## src/rtl/fetch_queue_pkg.sv

```systemverilog
// Shared definitions for the fetch queue: default geometry, lane-valid and pop
// encodings, and the helpers that turn them into entry counts.
package fetch_queue_pkg;

  localparam int unsigned FQ_DEPTH    = 16;
  localparam int unsigned FQ_INST_W   = 32;
  localparam int unsigned FQ_ADDR_W   = 32;
  localparam int unsigned FQ_AFULL_TH = 4;

  typedef enum logic [1:0] {
    VLD_NONE  = 2'b00,
    VLD_LANE0 = 2'b01,
    VLD_LANE1 = 2'b10,
    VLD_BOTH  = 2'b11
  } lane_vld_e;

  typedef enum logic [1:0] {
    POP_NONE      = 2'd0,
    POP_ONE       = 2'd1,
    POP_TWO       = 2'd2,
    POP_TWO_ALIAS = 2'd3
  } pop_e;

  // Lane1 without lane0 is not a legal fetch group and counts as nothing.
  function automatic logic [1:0] push_count(logic [1:0] vld);
    logic [1:0] n;
    case (vld)
      VLD_BOTH:  n = 2'd2;
      VLD_LANE0: n = 2'd1;
      default:   n = 2'd0;
    endcase
    return n;
  endfunction

  function automatic logic [1:0] clamp_pop(logic [1:0] req, logic has1, logic has2);
    logic [1:0] want;
    want = (req == POP_TWO_ALIAS) ? 2'd2 : req;
    if (!has1)
      return 2'd0;
    if (!has2 && want == 2'd2)
      return 2'd1;
    return want;
  endfunction

endpackage

```

## src/rtl/fetch_queue_if.sv

```systemverilog
// Fetch-side push lanes and decode-side pop lanes of the fetch queue.
interface fetch_queue_if
  import fetch_queue_pkg::*;
#(
  parameter int unsigned INST_W = FQ_INST_W,
  parameter int unsigned ADDR_W = FQ_ADDR_W,
  parameter int unsigned DEPTH  = FQ_DEPTH
);

  logic [1:0]            in_valid;
  logic [2*INST_W-1:0]   in_inst;
  logic [2*ADDR_W-1:0]   in_pc;
  logic [1:0]            in_pred;
  logic                  in_ready;
  logic                  almost_full;
  logic [1:0]            out_valid;
  logic [2*INST_W-1:0]   out_inst;
  logic [2*ADDR_W-1:0]   out_pc;
  logic [1:0]            out_pred;
  logic [1:0]            pop_num;
  logic [$clog2(DEPTH):0] count;

  modport master (
    output in_valid, in_inst, in_pc, in_pred, pop_num,
    input  in_ready, almost_full, out_valid, out_inst, out_pc, out_pred, count
  );

  modport slave (
    input  in_valid, in_inst, in_pc, in_pred, pop_num,
    output in_ready, almost_full, out_valid, out_inst, out_pc, out_pred, count
  );

endinterface

```

## src/rtl/fq_storage.sv

```systemverilog
// Entry storage for the fetch queue: two write ports, two asynchronous read
// ports, separate arrays for instruction, PC and prediction bit.
module fq_storage
  import fetch_queue_pkg::*;
#(
  parameter int unsigned DEPTH  = FQ_DEPTH,
  parameter int unsigned INST_W = FQ_INST_W,
  parameter int unsigned ADDR_W = FQ_ADDR_W
) (
  input  logic                     clk,
  input  logic                     we0_i,
  input  logic                     we1_i,
  input  logic [$clog2(DEPTH)-1:0] waddr0_i,
  input  logic [$clog2(DEPTH)-1:0] waddr1_i,
  input  logic [INST_W-1:0]        winst0_i,
  input  logic [INST_W-1:0]        winst1_i,
  input  logic [ADDR_W-1:0]        wpc0_i,
  input  logic [ADDR_W-1:0]        wpc1_i,
  input  logic                     wpred0_i,
  input  logic                     wpred1_i,
  input  logic [$clog2(DEPTH)-1:0] raddr0_i,
  input  logic [$clog2(DEPTH)-1:0] raddr1_i,
  output logic [INST_W-1:0]        rinst0_o,
  output logic [INST_W-1:0]        rinst1_o,
  output logic [ADDR_W-1:0]        rpc0_o,
  output logic [ADDR_W-1:0]        rpc1_o,
  output logic                     rpred0_o,
  output logic                     rpred1_o
);

  logic [INST_W-1:0] inst_q [DEPTH];
  logic [ADDR_W-1:0] pc_q   [DEPTH];
  logic              pred_q [DEPTH];

  // Contents are deliberately unreset; occupancy alone defines what is live.
  always_ff @(posedge clk) begin
    if (we0_i) begin
      inst_q[waddr0_i] <= winst0_i;
      pc_q[waddr0_i]   <= wpc0_i;
      pred_q[waddr0_i] <= wpred0_i;
    end
    if (we1_i) begin
      inst_q[waddr1_i] <= winst1_i;
      pc_q[waddr1_i]   <= wpc1_i;
      pred_q[waddr1_i] <= wpred1_i;
    end
  end

  assign rinst0_o = inst_q[raddr0_i];
  assign rinst1_o = inst_q[raddr1_i];
  assign rpc0_o   = pc_q[raddr0_i];
  assign rpc1_o   = pc_q[raddr1_i];
  assign rpred0_o = pred_q[raddr0_i];
  assign rpred1_o = pred_q[raddr1_i];

endmodule

```

## src/rtl/fetch_queue.sv

```systemverilog
// Dual-lane first-word-fall-through fetch queue between fetch and decode.
// Holds head/tail/count and the handshake; entries live in fq_storage.
module fetch_queue
  import fetch_queue_pkg::*;
#(
  parameter int unsigned DEPTH    = FQ_DEPTH,
  parameter int unsigned INST_W   = FQ_INST_W,
  parameter int unsigned ADDR_W   = FQ_ADDR_W,
  parameter int unsigned AFULL_TH = FQ_AFULL_TH
) (
  input  logic          clk,
  input  logic          rst_n,
  input  logic          rdy,
  input  logic          clear,
  fetch_queue_if.slave  q
);

  localparam int unsigned PW = $clog2(DEPTH);
  localparam int unsigned CW = PW + 1;

  logic [PW-1:0] head_q, head_d, tail_q, tail_d;
  logic [PW-1:0] head_nxt1, tail_nxt1;
  logic [CW-1:0] count_q, count_d, free_w;
  logic [1:0]    npush, npop;
  logic          ready_w, push_ok, we0, we1;

  assign free_w  = CW'(DEPTH) - count_q;
  assign ready_w = (free_w >= CW'(2));

  // Pushes need two free slots before any same-cycle pop, so writes never
  // land on an entry that is still live.
  assign push_ok = rdy && !clear && ready_w && (push_count(q.in_valid) != 2'd0);
  assign npush   = push_ok ? push_count(q.in_valid) : 2'd0;
  assign npop    = (rdy && !clear) ?
                   clamp_pop(q.pop_num, count_q != '0, count_q >= CW'(2)) : 2'd0;

  always_comb begin
    head_d  = head_q;
    tail_d  = tail_q;
    count_d = count_q;
    if (rdy) begin
      if (clear) begin
        head_d  = '0;
        tail_d  = '0;
        count_d = '0;
      end else begin
        head_d  = head_q + PW'(npop);
        tail_d  = tail_q + PW'(npush);
        count_d = count_q + CW'(npush) - CW'(npop);
      end
    end
  end

  always_ff @(posedge clk) begin
    if (!rst_n) begin
      head_q  <= '0;
      tail_q  <= '0;
      count_q <= '0;
    end else begin
      head_q  <= head_d;
      tail_q  <= tail_d;
      count_q <= count_d;
    end
  end

  assign we0       = rst_n && (npush != 2'd0);
  assign we1       = rst_n && (npush == 2'd2);
  assign tail_nxt1 = tail_q + PW'(1);
  assign head_nxt1 = head_q + PW'(1);

  fq_storage #(
    .DEPTH  (DEPTH),
    .INST_W (INST_W),
    .ADDR_W (ADDR_W)
  ) u_storage (
    .clk      (clk),
    .we0_i    (we0),
    .we1_i    (we1),
    .waddr0_i (tail_q),
    .waddr1_i (tail_nxt1),
    .winst0_i (q.in_inst[0 +: INST_W]),
    .winst1_i (q.in_inst[INST_W +: INST_W]),
    .wpc0_i   (q.in_pc[0 +: ADDR_W]),
    .wpc1_i   (q.in_pc[ADDR_W +: ADDR_W]),
    .wpred0_i (q.in_pred[0]),
    .wpred1_i (q.in_pred[1]),
    .raddr0_i (head_q),
    .raddr1_i (head_nxt1),
    .rinst0_o (q.out_inst[0 +: INST_W]),
    .rinst1_o (q.out_inst[INST_W +: INST_W]),
    .rpc0_o   (q.out_pc[0 +: ADDR_W]),
    .rpc1_o   (q.out_pc[ADDR_W +: ADDR_W]),
    .rpred0_o (q.out_pred[0]),
    .rpred1_o (q.out_pred[1])
  );

  assign q.in_ready    = ready_w;
  assign q.almost_full = (free_w < CW'(AFULL_TH));
  assign q.out_valid   = {count_q >= CW'(2), count_q != '0};
  assign q.count       = count_q;

endmodule
```

## src/flat_wrapper.sv

```systemverilog
// flat-port wrapper written by rule: the top's interface ports become plain ports
module fetch_queue_flat import fetch_queue_pkg::*;
#(
  parameter int unsigned DEPTH    = FQ_DEPTH,
  parameter int unsigned INST_W   = FQ_INST_W,
  parameter int unsigned ADDR_W   = FQ_ADDR_W,
  parameter int unsigned AFULL_TH = FQ_AFULL_TH
)
  (clk, rst_n, rdy, clear, q_in_valid, q_in_inst, q_in_pc, q_in_pred, q_pop_num, q_in_ready, q_almost_full, q_out_valid, q_out_inst, q_out_pc, q_out_pred, q_count);
  fetch_queue_if #(.INST_W(INST_W), .ADDR_W(ADDR_W), .DEPTH(DEPTH)) q_i ();
  input  logic clk;
  input  logic rst_n;
  input  logic rdy;
  input  logic clear;
  input wire logic [$bits(q_i.in_valid)-1:0] q_in_valid;
  input wire logic [$bits(q_i.in_inst)-1:0] q_in_inst;
  input wire logic [$bits(q_i.in_pc)-1:0] q_in_pc;
  input wire logic [$bits(q_i.in_pred)-1:0] q_in_pred;
  input wire logic [$bits(q_i.pop_num)-1:0] q_pop_num;
  output wire logic [$bits(q_i.in_ready)-1:0] q_in_ready;
  output wire logic [$bits(q_i.almost_full)-1:0] q_almost_full;
  output wire logic [$bits(q_i.out_valid)-1:0] q_out_valid;
  output wire logic [$bits(q_i.out_inst)-1:0] q_out_inst;
  output wire logic [$bits(q_i.out_pc)-1:0] q_out_pc;
  output wire logic [$bits(q_i.out_pred)-1:0] q_out_pred;
  output wire logic [$bits(q_i.count)-1:0] q_count;
  assign q_i.in_valid = q_in_valid;
  assign q_i.in_inst = q_in_inst;
  assign q_i.in_pc = q_in_pc;
  assign q_i.in_pred = q_in_pred;
  assign q_i.pop_num = q_pop_num;
  assign q_in_ready = q_i.in_ready;
  assign q_almost_full = q_i.almost_full;
  assign q_out_valid = q_i.out_valid;
  assign q_out_inst = q_i.out_inst;
  assign q_out_pc = q_i.out_pc;
  assign q_out_pred = q_i.out_pred;
  assign q_count = q_i.count;
  fetch_queue #(.DEPTH(DEPTH), .INST_W(INST_W), .ADDR_W(ADDR_W), .AFULL_TH(AFULL_TH)) u_core (.clk(clk), .rst_n(rst_n), .rdy(rdy), .clear(clear), .q(q_i));
endmodule
```

## config.mk

```make
export PLATFORM = sky130hd
export DESIGN_NAME = fetch_queue_flat
export DESIGN_NICKNAME = d
export VERILOG_FILES = /design/src/rtl/fetch_queue_pkg.sv /design/src/rtl/fetch_queue_if.sv /design/src/rtl/fq_storage.sv /design/src/rtl/fetch_queue.sv /design/src/flat_wrapper.sv
export SDC_FILE = /design/constraint.sdc
export NUM_CORES = 2
export LEC_CHECK = 0
export CAP_MARGIN = 20
export CORE_MARGIN = 3
export CORE_UTILIZATION = 25
export DETAILED_ROUTE_END_ITERATION = 8
export GPL_TIMING_DRIVEN = 0
export PLACE_DENSITY_LB_ADDON = 0.3
export SLEW_MARGIN = 10
export SYNTH_ARGS = -nofsm -noshare
export SYNTH_HDL_FRONTEND = slang
export SYNTH_SLANG_ARGS = --single-unit
export TNS_END_PERCENT = 20
```

## constraint.sdc

```tcl
create_clock -name clk -period 16.5 [get_ports clk]
set_clock_uncertainty 0.1 [all_clocks]
set_input_delay 2.475 -clock clk [delete_from_list [all_inputs] [get_ports clk]]
set_output_delay 2.475 -clock clk [all_outputs]
set_load 0.01 [all_outputs]
```

* Word level (Yosys, flattened, before mapping)
Memories as Yosys holds them, arrays and structs flattened. A register that Yosys moved wholly into a read port is not among the register bits. Cells that the tools add are included.
Operators by class: muxes and demuxes 23, reductions and logical operators 11, $lt $le $gt $ge 3, equality and inequality tests 5, add/subtract/negate cells 7
Operators by type and width (number):
- $mux 4 | 8
- $mux 2 | 7
- $ge 5x2->1 const B | 2
- $add 4x1->4 const B | 2
- $add 4x2->4 | 2
- $eq 2x2->1 const B | 4
- $logic_and 1x1->1 | 6
- $mux 1 | 6
- $add 5x2->5 | 1
- $lt 5x3->1 const B | 1
- $mux 5 | 1
- $reduce_bool 5->1 | 1
- $sub 5x2->5 | 1
- $sub 5x5->5 const A | 1
- $pmux 2 s2 | 1
- $reduce_bool 2->1 | 2
- $eq 2x1->1 const B | 1
- $logic_not 1->1 | 2
Word-level totals: logic and storage cells 55, input port bits 138, register bits 13, memories 3, bits in writable memories 1040, output and inout port bits 139
Memory list:
- u_core.u_storage.inst_q | words 16, width 32, rd ports 2, clocked after memory_dff 1, write ports 2, RTL line fq_storage.sv:31 | logic [INST_W-1:0] inst_q [DEPTH];
- u_core.u_storage.pc_q | words 16, width 32, rd ports 2, clocked after memory_dff 1, write ports 2, RTL line fq_storage.sv:32 | logic [ADDR_W-1:0] pc_q [DEPTH];
- u_core.u_storage.pred_q | words 16, width 1, rd ports 2, clocked after memory_dff 1, write ports 2, RTL line fq_storage.sv:33 | logic pred_q [DEPTH];

* Longest topological paths before layout
depth in word-level cells 13, depth in mapped cells 17, mapped depth without buffers 17

* By module
A second synthesis with hierarchy kept.
Unflattened totals: cell total of the unflattened synthesis 3605, area total of the unflattened synthesis 60892.2 um^2
Modules (own cells, without submodules):
- fq_storage | area an instance 59666.0 um^2, times used 1, cells each 3460, sequential area each 31230.0 um^2
- fetch_queue | area an instance 1226.2 um^2, times used 1, cells each 145, sequential area each 260.2 um^2

* Worst setup path before layout
No wires, ideal clock.
kind input -> register, start input clear, end memory u_core.u_storage.inst_q[6][0] (netlist name), enable pin, stages on the path 5, data required time 15.728 ns, slack 5.466 ns, library setup time 0.672 ns, buffers on the path 1, arrival time 10.262 ns, cells stage by stage clkbuf_1 -> nand2b_1 -> nor3_1 -> nand3_1 -> nor4b_1
RTL lines:
- start: declaration | RTL line flat_wrapper.sv:14 | input logic clear;
- end: declaration | RTL line fq_storage.sv:31

* Worst setup path after layout
start register u_core.head_q[1], end output q_out_pc[33]
Between the ends: longest elaborated chain between the ends 2
Ends and longest elaborated chain:
- start: declaration | RTL line fetch_queue.sv:21 | logic [PW-1:0] head_q, head_d, tail_q, tail_d;
- start signal: assignment | RTL line fetch_queue.sv:56 | head_q <= '0;
- start signal: assignment | RTL line fetch_queue.sv:60 | head_q <= head_d;
- $add 4x1->4 | RTL line fetch_queue.sv:69 | assign head_nxt1 = head_q + PW'(1);
- $mem_v2 16x32
- end: declaration | RTL line flat_wrapper.sv:24 | output wire logic [$bits(q_i.out_pc)-1:0] q_out_pc;
Every way passes these cells.

==> impl_metrics.toml <==
[clock_network]
insertion_delay_ns = 0.75
cts.htree.levels = 3
clk_pin_slew_ns = 0.06
clock_tree_from_tritoncts = "yes"
cts_resized = 0
ctsLongestPathBuffers = 3
cts_root_buffer = "sky130_fd_sc_hd__clkbuf_16"
cts_inserted_buffers = 115
cts.hold.buffers_added = 0
clk_sink_count = 1057
post_cts.repair.setup_buffers = 0

[pwr]
max-vdd-ir-drop_uv = 92.5
pwr_density_cell_mw_per_mm2 = 80.2
design_power_total_mw = 5.95
power_leakage_nw = 23.1

[logic_synthesis]
synth.yosys.warnings = 0
top_flip_flop_cell_by_instance_count_after_synthesis = "sky130_fd_sc_hd__edfxtp_1"
synth_area_per_cell_um2 = 18.4
edff_count_synth = 1040
ys_seq_elements = 1057
synth.cell_area_mm2 = 0.0613
post_synth_inst_count = 3331
synth_top_cell_by_area = "sky130_fd_sc_hd__edfxtp_1"
synth_top_cell_area_share = 0.510
total_nets_after_synthesis = 3489
synth_area_leaders = "sky130_fd_sc_hd__edfxtp_1 51%, sky130_fd_sc_hd__mux4_2 24%, sky130_fd_sc_hd__mux2_2 15%, sky130_fd_sc_hd__mux2_1 3.7%, sky130_fd_sc_hd__clkbuf_1 1.3%"
yosys.cell_types.count = 50
synth-seq-area-share = 0.515
ys_async_sr_fraction = 0

[sta]
layout_worst_path_cycle_share = 0.487
final.setup.tns_ns = 0
setup_viol = 0
max_clock_freq_ghz = 0.125
tightestPinTransition_ns = 1.28
grt_setup_unrepaired = "false"
hold_viol = 0
min_period_ns = 8.03
timing.hold.ws_ns = 0.516
post-route-worst-setup-slack_ns = 8.47
slew_viol_final = 0
worst_slew_slack_as_a_fraction_of_its_limit = 0.148

[die]
core_mm2 = 0.243
start_util = 0.252
rows = 181
design.portCount = 277
die_area_mm2 = 0.251
die_width_um = 501
die_h_um = 501

[hold_path]
hold_path.class = "flop to flop"

[placed_design]
place_worst_setup_slack_ns = 9.10
hpwlAfterDp_um = 172000
finalWeightedCongestion = 0.805
port_buffers = 274

[grt]
globalRouteOverflowTotal = 0
grt_pass1_vias = 39200
grt_pass1_wl_um = 336000
grt_antenna_before_repair = 49
global_route.usage.total = 0.193
grt_start_max_net_pins = 28

[routing]
wire_per_inst_um = 34.2
number_of_design_rule_violations_left_after_detail_routing = 0
wl_um = 248000
drt-initial-drc-count = 5282
drt.antenna.violating_nets = 0
drt-vias-per-instance = 5.38
first_pass_iters = 6
routed-via-count = 39000

[critical_path]
critPathArrivalTime_ns = 5.46
crit_fanout = 10
critical_path.endpoint_type = "primary output"
timing_worst_setup_path_type = "flop to primary output"
cp_data_required_time_ns = 13.93
critical_path.startpoint_type = "flop"
reg2reg_setup_slack_ns = 10.99

[layout]
layout.filler_cells = 23800
total_number_of_nets_in_the_final_design = 4087
layout_area_overhead_pct = 21.1
final_core_util = 0.305
drive_gt1_frac = 0.509

[job]
max_cap_violations = 0

[status]
outcome = "finished, final reports clean"
==> cell type report <==
cell class	count	area [um^2]	share of cell area
inverters	19	71.3	0.000961
plain buffers	397	2020	0.0272
clock inverters	69	619	0.00835
diodes	16	40.0	0.000540
flip-flops and latches	1057	31600	0.426
repair buffers	481	5070	0.0683
multi-input cells	1858	27800	0.374
clock buffers	141	3020	0.0407
well taps	3202	4010	0.0540
==> kinds of logic (layout without fill, tap and decap cells) <==
family,Yosys count,count (layout),share of synthesized area
AOI/OAI and AO/OA,36,36,0.00394
xor gates and xnor gates,4,4,0.000572
adders and majority gates,20,20,0.00457
buffers and inverters,416,1107,0.0333
DFF,1057,1057,0.515
muxes,1690,1690,0.433
other,0,16,0
and+or+nand+nor,108,108,0.00915
==> Yosys cell counts (9+ instances only) <==
cell type	n
sky130_fd_sc_hd__mux2_1	200
sky130_fd_sc_hd__nor2_1	19
sky130_fd_sc_hd__mux2_2	790
sky130_fd_sc_hd__mux2_4	50
sky130_fd_sc_hd__inv_1	19
sky130_fd_sc_hd__buf_1	57
sky130_fd_sc_hd__edfxtp_1	1040
sky130_fd_sc_hd__dfxtp_1	17
sky130_fd_sc_hd__nand2_1	28
sky130_fd_sc_hd__buf_2	40
sky130_fd_sc_hd__nor3_1	10
sky130_fd_sc_hd__buf_6	28
sky130_fd_sc_hd__a21oi_1	9
sky130_fd_sc_hd__ha_1	16
sky130_fd_sc_hd__clkbuf_1	214
sky130_fd_sc_hd__buf_4	58
sky130_fd_sc_hd__nor2b_1	10
sky130_fd_sc_hd__mux4_2	650
==> power breakdown <==
| group | internal, mW | leakage, nW | switching [mW] | total [mW] |
|---|---|---|---|---|
| Combinational | 0.191 | 11.8 | 0.192 | 0.382 |
| Clock | 1.45 | 1.79 | 1.16 | 2.61 |
| Sequential | 2.95 | 9.49 | 0.00466 | 2.96 |
==> layout by cell type (no fill, tap or decap), drive strengths merged, types with 20 or more instances in the layout <==
master,Yosys,layout
clkinv,0,54
buf,183,390
edfxtp,1040,1040
inv,19,23
nand2,28,28
mux4,650,650
clkdlybuf4s50,0,274
mux2,1040,1040
nor2,20,20
clkbuf,214,355
==> per-layer routing <==
layer / global-route usage / up-vias / part of all wire
li1: - / 15200 / -
met5: 0 / - / 0.00053
met1: 0.263 / 21000 / 0.41
met3: 0.0520 / 415 / 0.096
met2: 0.296 / 2270 / 0.46
met4: 0.0625 / 22 / 0.033
==> path summary, 6_finish.rpt <==
path                                                     start                                      to  depth (start not counted)
worst max-delay path             u_core.head_q[1]$_SDFFE_PN0P_                            q_out_pc[33]                          8
worst min-delay path            u_core.q.count[3]$_SDFFE_PN0P_          u_core.q.count[3]$_SDFFE_PN0P_                          2
worst max register to register  u_core.q.count[0]$_SDFFE_PN0P_  u_core.u_storage.pc_q[1][15]$_DFFE_PP_                         16
worst min register to register  u_core.q.count[3]$_SDFFE_PN0P_          u_core.q.count[3]$_SDFFE_PN0P_                          2
==> worst max-delay path, stage by stage, from the launching register on <==
cell                              delay, ns
sky130_fd_sc_hd__dfxtp_1               0.37
sky130_fd_sc_hd__ha_1                  0.30
sky130_fd_sc_hd__buf_2                 0.24
sky130_fd_sc_hd__buf_2                 0.41
sky130_fd_sc_hd__buf_1                 0.87
sky130_fd_sc_hd__clkbuf_1              0.93
sky130_fd_sc_hd__mux4_2                0.43
sky130_fd_sc_hd__mux4_2                0.59
sky130_fd_sc_hd__clkdlybuf4s50_1       0.54
==> through the flow <==
| step | area, um^2 | std cells |
|---|---|---|
| finish | 74200 | 7240 |
| global route | 74100 | 7229 |
| CTS | 74000 | 7214 |
| detailed placement | 70400 | 7004 |
| global placement | 68000 | 6807 |
| floorplan | 61300 | 3331 |
==> flip-flops by register name (all words and copies together) (netlist names), named ones only <==
signal                   count
u_core.u_storage.inst_q    512
u_core.q.count               5
u_core.u_storage.pc_q      512
u_core.head_q                4
u_core.u_storage.pred_q     16
u_core.tail_q                4
(Power assumes the default switching activity.)
